## src/rtl/wt_dcache_flush_seq_pkg.sv

```systemverilog
// Shared write-through cache package: flush sequencer state type and drain counter sizing.
// Contents:
//   flush_seq_state_e      - flush sequencer FSM state (2 bits)
//   FLUSH_SEQ_DRAIN_MAX    - default drain timeout in cycles
//   FLUSH_SEQ_DRAIN_CNT_W  - drain counter width for the default timeout
//   flush_seq_cnt_w()      - drain counter width for an arbitrary timeout (>= 1 bit)
package wt_cache_pkg;

  typedef enum logic [1:0] {
    IDLE  = 2'd0,
    DRAIN = 2'd1,
    WALK  = 2'd2,
    ACK   = 2'd3
  } flush_seq_state_e;

  localparam int unsigned FLUSH_SEQ_DRAIN_MAX   = 1023;
  localparam int unsigned FLUSH_SEQ_DRAIN_CNT_W = $clog2(FLUSH_SEQ_DRAIN_MAX + 1);

  // A disabled timeout (0) still needs a 1-bit counter so the vector stays legal.
  function automatic int unsigned flush_seq_cnt_w(input int unsigned drain_max);
    if (drain_max == FLUSH_SEQ_DRAIN_MAX) return FLUSH_SEQ_DRAIN_CNT_W;
    if (drain_max == 0) return 1;
    return $clog2(drain_max + 1);
  endfunction

endpackage

```

## src/rtl/wt_dcache_flush_seq_if.sv

```systemverilog
// Cacheline write port between the flush sequencer and wt_dcache_mem.
// Signals:
//   wr_cl_vld   - write strobe (master -> slave)
//   wr_cl_gnt   - write accepted this cycle (slave -> master)
//   wr_cl_idx   - set index (master -> slave)
//   wr_cl_we    - per-way write enables (master -> slave)
//   wr_vld_bits - new per-way valid bits (master -> slave)
interface wt_dcache_flush_seq_if #(
  parameter int unsigned IdxWidth = 8,
  parameter int unsigned SetAssoc = 8
);

  logic                wr_cl_vld;
  logic                wr_cl_gnt;
  logic [IdxWidth-1:0] wr_cl_idx;
  logic [SetAssoc-1:0] wr_cl_we;
  logic [SetAssoc-1:0] wr_vld_bits;

  modport master (
    output wr_cl_vld,
    output wr_cl_idx,
    output wr_cl_we,
    output wr_vld_bits,
    input  wr_cl_gnt
  );

  modport slave (
    input  wr_cl_vld,
    input  wr_cl_idx,
    input  wr_cl_we,
    input  wr_vld_bits,
    output wr_cl_gnt
  );

endinterface

```

## src/rtl/wt_dcache_flush_walker.sv

```systemverilog
// Set-index walker for the dcache flush.
// Ports:
//   clk_i  - clock
//   rst_i  - synchronous reset, active-high (index back to 0)
//   adv_i  - current index was granted; step to the next one
//   idx_o  - current set index
//   last_o - current index is NumSets-1
module wt_dcache_flush_walker #(
  parameter int unsigned NumSets  = 256,
  parameter int unsigned IdxWidth = $clog2(NumSets)
) (
  input  logic                clk_i,
  input  logic                rst_i,
  input  logic                adv_i,
  output logic [IdxWidth-1:0] idx_o,
  output logic                last_o
);

  logic [IdxWidth-1:0] r_idx;

  assign idx_o  = r_idx;
  assign last_o = (r_idx == IdxWidth'(NumSets - 1));

  // Explicit wrap so the index is 0 for the next flush whatever NumSets is.
  always_ff @(posedge clk_i) begin
    if (rst_i) begin
      r_idx <= '0;
    end else if (adv_i) begin
      r_idx <= last_o ? '0 : r_idx + IdxWidth'(1);
    end
  end

endmodule

```

## src/rtl/wt_dcache_flush_seq.sv

```systemverilog
// Write-through L1 dcache flush sequencer. Owns the cacheline write port during a flush:
// drains the write buffer / read controllers, stalls the core, then invalidates every set
// with all ways cleared. Outside a walk it forwards single-index invalidations from the
// miss unit onto the same port.
// Ports:
//   clk_i, rst_i         - clock, synchronous active-high reset
//   flush_i/flush_ack_o  - level flush request / one-cycle completion pulse
//   stall_o, busy_o      - stall new core requests / sequencer not idle
//   wbuffer_empty_i      - write buffer empty
//   ctrl_busy_i          - a read controller or the miss unit is busy
//   inv_req_i/inv_idx_i  - single-index invalidate request and index
//   inv_ack_o            - invalidate accepted this cycle
//   mem_if               - cacheline write port (wr_cl_* / wr_vld_bits)
//   drain_err_o          - sticky drain timeout, cleared on the next flush_i rise
// Optional: define WT_DCACHE_FLUSH_SEQ_PERF_EN to add flush_cycles_o / flush_cnt_o.
module wt_dcache_flush_seq
  import wt_cache_pkg::*;
#(
  parameter int unsigned NumSets  = 256,
  parameter int unsigned SetAssoc = 8,
  parameter int unsigned IdxWidth = $clog2(NumSets),
  parameter int unsigned DrainMax = FLUSH_SEQ_DRAIN_MAX
) (
  input  logic                  clk_i,
  input  logic                  rst_i,
  input  logic                  flush_i,
  output logic                  flush_ack_o,
  output logic                  stall_o,
  input  logic                  wbuffer_empty_i,
  input  logic                  ctrl_busy_i,
  input  logic                  inv_req_i,
  input  logic [IdxWidth-1:0]   inv_idx_i,
  output logic                  inv_ack_o,
  wt_dcache_flush_seq_if.master mem_if,
  output logic                  busy_o,
  output logic                  drain_err_o
`ifdef WT_DCACHE_FLUSH_SEQ_PERF_EN
  ,
  output logic [31:0]           flush_cycles_o,
  output logic [15:0]           flush_cnt_o
`endif
);

  localparam int unsigned DrainCntW = flush_seq_cnt_w(DrainMax);

  flush_seq_state_e     r_state;
  flush_seq_state_e     w_state_next;
  logic                 r_flush_prev;
  logic [DrainCntW-1:0] r_drain_cnt;
  logic                 r_drain_err;

  logic                 w_flush_rise;
  logic                 w_drain_done;
  logic                 w_drain_to;
  logic                 w_walk_adv;
  logic                 w_walk_last;
  logic [IdxWidth-1:0]  w_walk_idx;

  // A flush starts only on a rising edge, so a request held past its ack cannot restart.
  assign w_flush_rise = flush_i & ~r_flush_prev;
  assign w_drain_done = wbuffer_empty_i & ~ctrl_busy_i;
  // Leaving DRAIN takes priority over flagging a timeout in the same cycle.
  assign w_drain_to   = (DrainMax != 0) && (r_state == DRAIN) && !w_drain_done &&
                        (r_drain_cnt == DrainCntW'(DrainMax));
  assign w_walk_adv   = (r_state == WALK) & mem_if.wr_cl_gnt;

  wt_dcache_flush_walker #(
    .NumSets  (NumSets),
    .IdxWidth (IdxWidth)
  ) u_walker (
    .clk_i  (clk_i),
    .rst_i  (rst_i),
    .adv_i  (w_walk_adv),
    .idx_o  (w_walk_idx),
    .last_o (w_walk_last)
  );

  always_comb begin
    w_state_next = r_state;
    unique case (r_state)
      IDLE:    if (w_flush_rise) w_state_next = DRAIN;
      DRAIN:   if (w_drain_done) w_state_next = WALK;
      WALK:    if (w_walk_adv && w_walk_last) w_state_next = ACK;
      ACK:     w_state_next = IDLE;
      default: w_state_next = IDLE;
    endcase
  end

  always_ff @(posedge clk_i) begin
    if (rst_i) begin
      r_state      <= IDLE;
      r_flush_prev <= 1'b0;
      r_drain_cnt  <= '0;
      r_drain_err  <= 1'b0;
    end else begin
      r_state      <= w_state_next;
      r_flush_prev <= flush_i;
      // Saturates at DrainMax so the timeout condition stays asserted while stuck.
      if (r_state != DRAIN) begin
        r_drain_cnt <= '0;
      end else if (r_drain_cnt != DrainCntW'(DrainMax)) begin
        r_drain_cnt <= r_drain_cnt + DrainCntW'(1);
      end
      if (w_drain_to) begin
        r_drain_err <= 1'b1;
      end else if (w_flush_rise) begin
        r_drain_err <= 1'b0;
      end
    end
  end

  assign busy_o      = (r_state != IDLE);
  assign stall_o     = (r_state != IDLE);
  assign flush_ack_o = (r_state == ACK);
  // The timeout is visible in the cycle it is detected, then held by the sticky flag.
  assign drain_err_o = r_drain_err | w_drain_to;

  // Port arbitration: invalidations own the port outside a walk; during WALK/ACK they are
  // acknowledged for free because the walk clears every set anyway.
  always_comb begin
    mem_if.wr_cl_vld = 1'b0;
    mem_if.wr_cl_idx = '0;
    inv_ack_o        = 1'b0;
    unique case (r_state)
      IDLE, DRAIN: begin
        if (inv_req_i) begin
          mem_if.wr_cl_vld = 1'b1;
          mem_if.wr_cl_idx = inv_idx_i;
          inv_ack_o        = mem_if.wr_cl_gnt;
        end
      end
      WALK: begin
        mem_if.wr_cl_vld = 1'b1;
        mem_if.wr_cl_idx = w_walk_idx;
        inv_ack_o        = inv_req_i;
      end
      ACK: begin
        inv_ack_o = inv_req_i;
      end
      default: begin
        inv_ack_o = 1'b0;
      end
    endcase
  end

  assign mem_if.wr_cl_we    = '1;
  assign mem_if.wr_vld_bits = '0;

`ifdef WT_DCACHE_FLUSH_SEQ_PERF_EN
  logic [31:0] r_run_cycles;
  logic [31:0] r_flush_cycles;
  logic [15:0] r_flush_cnt;

  // r_run_cycles holds the DRAIN+WALK cycles so far; the ACK cycle adds one when latched.
  always_ff @(posedge clk_i) begin
    if (rst_i) begin
      r_run_cycles   <= '0;
      r_flush_cycles <= '0;
      r_flush_cnt    <= '0;
    end else begin
      if (r_state == IDLE) begin
        r_run_cycles <= '0;
      end else if (r_run_cycles != '1) begin
        r_run_cycles <= r_run_cycles + 32'd1;
      end
      if (r_state == ACK) begin
        r_flush_cycles <= (r_run_cycles == '1) ? '1 : r_run_cycles + 32'd1;
        r_flush_cnt    <= r_flush_cnt + 16'd1;
      end
    end
  end

  assign flush_cycles_o = r_flush_cycles;
  assign flush_cnt_o    = r_flush_cnt;
`else
  // No performance counters in this build.
`endif

endmodule

```

## src/flat_wrapper.sv

```systemverilog
// flat-port wrapper written by rule: the top's interface ports become plain ports
module wt_dcache_flush_seq_flat import wt_cache_pkg::*;
#(
  parameter int unsigned NumSets  = 256,
  parameter int unsigned SetAssoc = 8,
  parameter int unsigned IdxWidth = $clog2(NumSets),
  parameter int unsigned DrainMax = FLUSH_SEQ_DRAIN_MAX
)
  (clk_i, rst_i, flush_i, flush_ack_o, stall_o, wbuffer_empty_i, ctrl_busy_i, inv_req_i, inv_idx_i, inv_ack_o, busy_o, drain_err_o, mem_if_wr_cl_vld, mem_if_wr_cl_idx, mem_if_wr_cl_we, mem_if_wr_vld_bits, mem_if_wr_cl_gnt);
  wt_dcache_flush_seq_if #(.IdxWidth(IdxWidth), .SetAssoc(SetAssoc)) mem_if_i ();
  input  logic clk_i;
  input  logic rst_i;
  input  logic flush_i;
  output logic flush_ack_o;
  output logic stall_o;
  input  logic wbuffer_empty_i;
  input  logic ctrl_busy_i;
  input  logic inv_req_i;
  input  logic [IdxWidth-1:0] inv_idx_i;
  output logic inv_ack_o;
  output logic busy_o;
  output logic drain_err_o;
  output wire logic [$bits(mem_if_i.wr_cl_vld)-1:0] mem_if_wr_cl_vld;
  output wire logic [$bits(mem_if_i.wr_cl_idx)-1:0] mem_if_wr_cl_idx;
  output wire logic [$bits(mem_if_i.wr_cl_we)-1:0] mem_if_wr_cl_we;
  output wire logic [$bits(mem_if_i.wr_vld_bits)-1:0] mem_if_wr_vld_bits;
  input wire logic [$bits(mem_if_i.wr_cl_gnt)-1:0] mem_if_wr_cl_gnt;
  assign mem_if_wr_cl_vld = mem_if_i.wr_cl_vld;
  assign mem_if_wr_cl_idx = mem_if_i.wr_cl_idx;
  assign mem_if_wr_cl_we = mem_if_i.wr_cl_we;
  assign mem_if_wr_vld_bits = mem_if_i.wr_vld_bits;
  assign mem_if_i.wr_cl_gnt = mem_if_wr_cl_gnt;
  wt_dcache_flush_seq #(.NumSets(NumSets), .SetAssoc(SetAssoc), .IdxWidth(IdxWidth), .DrainMax(DrainMax)) u_core (.clk_i(clk_i), .rst_i(rst_i), .flush_i(flush_i), .flush_ack_o(flush_ack_o), .stall_o(stall_o), .wbuffer_empty_i(wbuffer_empty_i), .ctrl_busy_i(ctrl_busy_i), .inv_req_i(inv_req_i), .inv_idx_i(inv_idx_i), .inv_ack_o(inv_ack_o), .mem_if(mem_if_i), .busy_o(busy_o), .drain_err_o(drain_err_o));
endmodule
```

## config.mk

```make
export PLATFORM = sky130hd
export DESIGN_NAME = wt_dcache_flush_seq_flat
export DESIGN_NICKNAME = d
export VERILOG_FILES = /design/src/rtl/wt_dcache_flush_seq_pkg.sv /design/src/rtl/wt_dcache_flush_seq_if.sv /design/src/rtl/wt_dcache_flush_walker.sv /design/src/rtl/wt_dcache_flush_seq.sv /design/src/flat_wrapper.sv
export SDC_FILE = /design/constraint.sdc
export NUM_CORES = 1
export LEC_CHECK = 0
export ABC_AREA = 1
export CORE_MARGIN = 5
export CORE_UTILIZATION = 42
export DETAILED_ROUTE_END_ITERATION = 10
export GPL_TIMING_DRIVEN = 1
export PLACE_DENSITY = 0.84
export SKIP_CTS_REPAIR_TIMING = 1
export SLEW_MARGIN = 40
export SYNTH_ARGS = -nofsm -noshare
export SYNTH_HDL_FRONTEND = slang
export SYNTH_SLANG_ARGS = --single-unit
```

## constraint.sdc

```tcl
create_clock -name clk_i -period 1.5 [get_ports clk_i]
set_clock_uncertainty 0.2 [all_clocks]
set_input_delay 0.225 -clock clk_i [delete_from_list [all_inputs] [get_ports clk_i]]
set_output_delay 0.225 -clock clk_i [all_outputs]
set_load 0.05 [all_outputs]
```

## Word level (Yosys, flattened, before mapping)

Index checks and enable logic that the tools add are counted.

- Register bits: 22
- Bits in latches: 0
- Bits in writable memories: 0
- Bits in read-only memories: 0
- Input port bits: 15
- Memories kept: 0

- Add/subtract/negate cells: 2
- Multiply operators: 0
- Div/mod/pow operators: 0
- Magnitude comparators: 0
- Eq/ne operators: 10
- Shift-type cells: 0
- Mux-type cells: 13
- Bitwise operators: 6
- Reductions and logical operators: 11

Operator list:

| operator | count |
|---|---|
| $mux W8 | 2 |
| $pmux W8 S2 | 1 |
| $add A10 B1 Y10 const B | 1 |
| $eq A10 B10 Y1 const B | 1 |
| $ne A10 B10 Y1 const B | 1 |
| $add A8 B1 Y8 const B | 1 |
| $eq A8 B8 Y1 const B | 1 |
| $pmux W2 S4 | 1 |
| $mux W2 | 3 |
| $ne A2 B1 Y1 const B | 3 |
| $reduce_or A2 Y1 | 3 |
| $eq A2 B2 Y1 const B | 2 |
| $mux W1 | 4 |
| $pmux W1 S2 | 2 |
| $reduce_bool A2 Y1 | 2 |
| $and A1 B1 Y1 | 3 |
| $logic_and A1 B1 Y1 | 3 |
| $reduce_and A3 Y1 | 1 |
| $eq A2 B1 Y1 const B | 1 |
| $logic_not A2 Y1 | 1 |
| $ne A2 B2 Y1 const B | 1 |
| $not A1 Y1 | 2 |
| $logic_not A1 Y1 | 1 |
| $or A1 B1 Y1 | 1 |

## Depth between registers and ports, before layout

Gate-level depths: netlist (run 1).

- Depth in word-level cells: 6
- Gate-level depth with buffers: 9

## Cells and area by module

A second synthesis (run 1) with hierarchy kept.

- Cell total of the unflattened synthesis: 232
- Area, all modules: 1516.5 µm²

By module, submodules not included:

| module | instances | cells each | area each (µm²) | seq. area each (µm²) |
|---|---|---|---|---|
| wt_dcache_flush_seq | 1 | 172 | 1094.8 | 280.3 |
| wt_dcache_flush_walker | 1 | 60 | 421.7 | 160.2 |

## Worst setup path after synthesis (run 1)

Ideal clock, no wire load.

- Path type: flip-flop to output port
- From: register u_core.r_state[1]
- To: output mem_if_wr_cl_idx[0]
- Arrival time: 1.991 ns
- Data required time: 1.075 ns
- Path slack: -0.916 ns
- Cell stages (with the launch flop): 7
- Path buffers: 0
- Path through: dfxtp_1 > inv_1 > ha_1 > inv_1 > a21oi_2 > nand2_1 > a21oi_1

- Cells in the longest elaborated chain, start to end: 3
- Elaborated cells on any way between the ends: 5
- Those cells by class: 2 x eq/ne; 1 x mux; 2 x reduce/logical

Ends and longest elaborated chain:

| element | line | RTL |
|---|---|---|
| start, declared | wt_dcache_flush_seq.sv:46 | `flush_seq_state_e r_state;` |
| start signal, assigned | wt_dcache_flush_seq.sv:96 | `r_state <= w_state_next;` |
| $eq A2 B1 Y1 / $logic_not A2 Y1 (equally long branches) | wt_dcache_flush_seq.sv:124 | `unique case (r_state)` |
| $reduce_or A2 Y1 | wt_dcache_flush_seq.sv:124 |  |
| $pmux W8 S2 * | wt_dcache_flush_seq.sv:124 |  |
| end, declared | flat_wrapper.sv:24 | `output wire logic [$bits(mem_if_i.wr_cl_idx)-1:0] mem_if_wr_cl_idx;` |

Every way passes the cells marked *; elsewhere a longest branch is shown, timed or not.

## Worst setup path after layout (run 1)

- From: register u_core.r_state[0]
- To: output mem_if_wr_cl_idx[5]

Same word-level chain as after synthesis.

==> results.json, run 1 <==
{
  "rsz0062_at_grt": "yes",
  "min_period_ns": 2.08,
  "ff2ff_path_depth": 8,
  "fin_ws_ns": -0.580,
  "p_int_mw": 1.63,
  "violations": "setup timing",
  "overflow": 0,
  "synth_warnings": 0,
  "power.leakage_nw": 1.11,
  "hold_viol_final": 0,
  "die-area_um2": 4710,
  "drc": 0,
  "cts_tree": "built",
  "final_area_um2": 2440,
  "syn-cell-area_um2": 1450,
  "synth.distinct_cells": 26,
  "ys_top_cells_by_area": "dfxtp_1 (30%), nand2_1 (16%), buf_4 (8.8%)",
  "power_density_nw_per_um2": 1180,
  "vdd_drop_max_mv": 0.774,
  "combPwrFrac": 0.643,
  "hp-class": "input port to flop",
  "syn_area_per_cell_um2": 6.57,
  "dr.pass1.iters": 4,
  "seq_area_frac_synth": 0.305,
  "cts.root.buffer_cell": "clkbuf_4",
  "finalWirelength_um": 4270,
  "fp-row-count": 21,
  "vias": 1578,
  "fp.coreArea_um2": 3340,
  "setup.worst_path.end_class": "output port",
  "setup_tns_ns": -7.70,
  "synth-seq-cells": 22,
  "clk_latency_ns": 0.31,
  "grt_use_total": 0.164,
  "seqPwrFrac": 0.236,
  "path_max_fanout": 8,
  "cts.sinks": 22,
  "synth_edf_count": 0,
  "dpl-instance-area_um2": 2190,
  "path_clk_slew_ns": 0.14,
  "rrSetupSlack_ns": -0.20,
  "status": "finished, violations left",
  "yosysTopAreaCell": "dfxtp_1",
  "finalSetupViolations": 23,
  "synth_most_common_cell": "nand2_1",
  "hold_slack_ns": 0.310,
  "viasPerCell": 4.84,
  "async_flop_share": 0,
  "cts_buffers": 3,
  "period_share": 1.39,
  "pre_cts_ws_ns": -0.422,
  "place.gp.congestion": 0.807,
  "areaGrowthSynthToFinish_pct": 68.8,
  "clock_path_buffers": 2,
  "diodes": 0,
  "ant_nets": 0,
  "die_x_um": 68.7,
  "portBuffers": 28,
  "synth_top_flop_cell": "dfxtp_1",
  "drive_above_1_share": 0.375,
  "ys_top_cells_by_count": "nand2_1 (60), inv_1 (33), dfxtp_1 (22), nor2_1 (20), a21oi_1 (18)",
  "grt_pass1_wl_um": 6000,
  "grt_pass1_vias": 1495,
  "ios": 45,
  "routedWlPerCell_um": 13.1,
  "nets": 302,
  "power_frac_clock": 0.121,
  "antenna_found_initial": 0,
  "drt_iter0_drc": 75,
  "whs_path_depth": 3,
  "final_util": 0.731,
  "grt_max_degree": 13,
  "synthCells": 220,
  "critPathRequiredTime_ns": 1.07,
  "cts_max_level": 1,
  "start_util": 0.433,
  "switching_share": 0.433,
  "crit_arrival_ns": 1.65,
  "drv_cap": 0,
  "die_y_um": 68.7,
  "cp-start-kind": "flop",
  "critPathKind": "flop to output port",
  "dp_hpwl_um": 2860,
  "yosysTopAreaCellShare": 0.305,
  "max_freq_mhz": 481,
  "slew_viol_final": 0,
  "p_sw_mw": 1.24
}
## path summary, 6_finish.rpt
path | from | to
setup reg to reg | u_core.r_state[0] | u_core.u_walker.idx_o[7]
hold / removal | flush_i | u_core.r_flush_prev
hold reg to reg | u_core.r_drain_cnt[3] | u_core.r_drain_cnt[3]
setup / recovery | u_core.r_state[0] | mem_if_wr_cl_idx[5]
## metrics by stage
step,power (mW),std cells
after floorplan,1.57,234
after global placement,2.24,317
after detailed placement,2.27,317
after CTS,2.60,321
after global routing,3.02,326
final,2.87,326
## worst max-delay path: stages (launching register included)
cell,delay [ns]
dfxtp_4,0.40
inv_4,0.07
ha_4,0.14
inv_4,0.04
a21oi_4,0.16
buf_12,0.16
nand2_4,0.05
a21oi_4,0.16
buf_12,0.15
## sequential cells by signal, summed over array words and instances (netlist names)
name and cells:
u_core.r_drain_cnt 10, u_core.r_drain_err 1, u_core.r_state 2, u_core.r_flush_prev 1
u_core.u_walker.idx_o 8
## cell type report
cell class | instances | area, µm²
Clock buffer | 4 | 36.3
Fill cell | 239 | 897
Inverter | 33 | 131
Multi-Input combinational cell | 159 | 1060
Sequential cell | 22 | 448
Tap cell | 46 | 57.6
Timing Repair Buffer | 62 | 708
## cells by family (layout without fill, tap and decap cells)
kind of cell / count (synthesis) / in the layout / synth area share
adder cells (fa/ha/maj): 6 / 6 / 0.0519
other: 2 / 16 / 0.00520
flip-flops: 22 / 22 / 0.305
AO/OA/AOI/OAI: 26 / 26 / 0.0935
XOR/XNOR: 4 / 4 / 0.0242
AND/OR/NAND/NOR: 107 / 107 / 0.337
buffers and inverters: 53 / 99 / 0.184
## power by group through the flow
| stage | combinational [mW] | sequential [mW] | clock, mW |
|---|---|---|---|
| finish | 1.85 | 0.679 | 0.347 |
| global route | 1.95 | 0.683 | 0.386 |
| CTS | 1.60 | 0.657 | 0.345 |
| detailed placement | 1.59 | 0.671 | 0 |
| global placement | 1.57 | 0.668 | 0 |
| floorplan | 0.902 | 0.672 | 0 |
## placed cells by master (no fill, tap or decap), types with 4 or more instances in the layout
cell,count
nand2_1,49
buf_4,30
inv_1,27
dfxtp_1,18
conb_1,16
buf_12,16
nor2_1,15
clkdlybuf4s50_1,14
a21oi_4,9
a21oi_1,9
nand3_1,8
nand2_2,7
nor2_2,6
nand4_1,6
nand2_4,5
o21ai_0,4
ha_4,4
## metal layers
metal / track usage / routed length, µm
met3: 0.0324 / 249
met2: 0.324 / 2440
met4: 0.0496 / 53
met1: 0.171 / 1530
met5: 0 / 0
Power figures use the tool's default switching activity.
==> inputs of run 2 (changes only) <==
--- a/config.mk
+++ b/config.mk
@@ -11,6 +11,7 @@
 export DETAILED_ROUTE_END_ITERATION = 10
 export GPL_TIMING_DRIVEN = 1
 export PLACE_DENSITY = 0.84
+export SETUP_SLACK_MARGIN = 0.15
 export SKIP_CTS_REPAIR_TIMING = 1
 export SLEW_MARGIN = 40
 export SYNTH_ARGS = -nofsm -noshare
==> run 2 against run 1 <==
  * The flow still finishes with violations (setup timing)
  * Combinational power rose by 6%
  * Non-clock buffer count is 1 lower
  * Wire length rose by 4.0%
  * Setup slack better by 0.021 ns
  * Clock-buffer cell count stayed put
  * Utilization grew 3.4 points
  * Critical path depth fell by 1
  * Worst hold slack lost 0.048 ns
  * Total power rose by 3.8%
  * Critical endpoint is now mem_if_wr_cl_idx[6]
  * Largest cell class unchanged
==> results.json, run 2 (synthesis gave the netlist of run 1 again) <==
{
  "status": "finished, violations left",
  "violations": "setup timing",
  "die_y_um": 68.7,
  "crit_arrival_ns": 1.63,
  "vias": 1621,
  "setup.worst_path.end_class": "output port",
  "grt_max_degree": 13,
  "grt_pass1_wl_um": 5610,
  "p_int_mw": 1.69,
  "power.leakage_nw": 1.14,
  "vdd_drop_max_mv": 0.946,
  "start_util": 0.433,
  "dp_cells": 314,
  "cts.sinks": 22,
  "grt_use_total": 0.154,
  "clk_latency_ns": 0.31,
  "grt_pass1_vias": 1439,
  "largest_reg_flops": 10,
  "power_density_nw_per_um2": 1170,
  "drt_iter0_drc": 87,
  "drive_above_1_share": 0.441,
  "rsz0062_at_grt": "yes",
  "routedWlPerCell_um": 13.7,
  "seqPwrFrac": 0.227,
  "largest_register": "u_core.r_drain_cnt",
  "combPwrFrac": 0.660,
  "final_cell_mix": "nand2_1 (41), inv_1 (24), buf_4 (24), dfxtp_1 (17), conb_1 (16)",
  "ff2ff_path_depth": 11,
  "dp_hpwl_um": 2870,
  "cp-start-kind": "flop",
  "cts.root.buffer_cell": "clkbuf_4",
  "fin_ws_ns": -0.558,
  "drc": 0,
  "die_x_um": 68.7,
  "fp.coreArea_um2": 3340,
  "viasPerCell": 4.99,
  "cts_buffers": 3,
  "dr.pass1.iters": 4,
  "path_clk_slew_ns": 0.13,
  "max_freq_mhz": 486,
  "final_common_cell": "nand2_1",
  "fp-row-count": 21,
  "power_frac_clock": 0.113,
  "period_share": 1.37,
  "switching_share": 0.432,
  "slew_viol_final": 0,
  "drv_cap": 0,
  "cts_tree": "built",
  "path_max_fanout": 5,
  "cts_max_level": 1,
  "pre_cts_ws_ns": -0.434,
  "hold_viol_final": 0,
  "finalWirelength_um": 4440,
  "hold_slack_ns": 0.262,
  "total_power_mw": 2.98,
  "areaGrowthSynthToFinish_pct": 76.8,
  "hp-class": "input port to flop",
  "antenna_found_initial": 0,
  "die-area_um2": 4710,
  "critPathKind": "flop to output port",
  "critPathRequiredTime_ns": 1.07,
  "p_sw_mw": 1.29,
  "min_period_ns": 2.06,
  "portBuffers": 28,
  "ios": 45,
  "finalSetupViolations": 25,
  "clock_path_buffers": 2,
  "place.gp.congestion": 0.783,
  "overflow": 0,
  "whs_path_depth": 3,
  "layout.cells.non_filler": 325,
  "ant_nets": 0,
  "diodes": 0,
  "rrSetupSlack_ns": -0.29,
  "nets": 301
}
-- run 2: cell count changes in the layout (fill, tap and decap cells not counted), moves of 3 or more --
cell     before  now
nand2_1      49   41
buf_4        30   24
buf_6         2    8
nand2_2       7   12
nor2_4        2    6
o21ai_0       4    0
a21oi_1       9    6
a21oi_2       1    4
inv_1        27   24
inv_4         3    6
nand2_4       5    8
-- run 2: per-layer routing --
layer | GRT usage | wire length (µm) | vias up
met5 | 0 | 0 | -
met4 | 0.0596 | 108 | 0
met3 | 0.0227 | 231 | 12
met2 | 0.306 | 2590 | 60
met1 | 0.158 | 1510 | 770
li1 | - | - | 779
-- run 2: final timing paths --
| kind | to | startpoint |
|---|---|---|
| min | u_core.r_flush_prev | flush_i |
| min reg2reg | u_core.r_drain_cnt[4] | u_core.r_drain_cnt[4] |
| max reg2reg | u_core.r_state[1] | u_core.r_state[0] |
| max | mem_if_wr_cl_idx[6] | u_core.r_state[0] |
-- run 2: critical path: stages, from the launching register on --
cell,delay (ns)
dfxtp_4,0.39
inv_4,0.06
buf_4,0.12
ha_4,0.18
buf_4,0.15
nand2_1,0.09
a21oi_4,0.17
buf_12,0.15
-- run 2: final cells by class --
cell class / count / area (µm²)
clock buffers: 4 / 36.3
fillers: 227 / 782
inverters: 33 / 139
multi-input cells: 159 / 1160
flip-flops and latches: 22 / 449
well taps: 46 / 57.6
repair buffers: 61 / 711
-- run 2: metrics by stage --
step | utilization | cell area (µm²) | TNS, ns
after floorplan | - | 1650 | -4.61
after CTS | 0.663 | 2210 | -9.19
after detailed placement | 0.652 | 2170 | -5.27
after global routing | 0.766 | 2550 | -10.23
final | 0.766 | 2550 | -8.22
after global placement | 0.652 | 2170 | -4.58
-- run 2: power by group through the flow --
stage                     logic [mW]  registers [mW]  clock network [mW]
after floorplan                0.905           0.675                   0
after global placement          1.56           0.668                   0
after detailed placement        1.60           0.669                   0
after CTS                       1.60           0.655               0.340
after global routing            2.08           0.680               0.367
final                           1.97           0.677               0.338
==> inputs of run 3 (changes only) <==
--- a/config.mk
+++ b/config.mk
@@ -6,6 +6,7 @@
 export NUM_CORES = 1
 export LEC_CHECK = 0
 export ABC_AREA = 1
+export CAP_MARGIN = 20
 export CORE_MARGIN = 5
 export CORE_UTILIZATION = 42
 export DETAILED_ROUTE_END_ITERATION = 10
==> results of run 3 <==
Same layout as run 2: the final DEF is identical, and so are final timing and power.
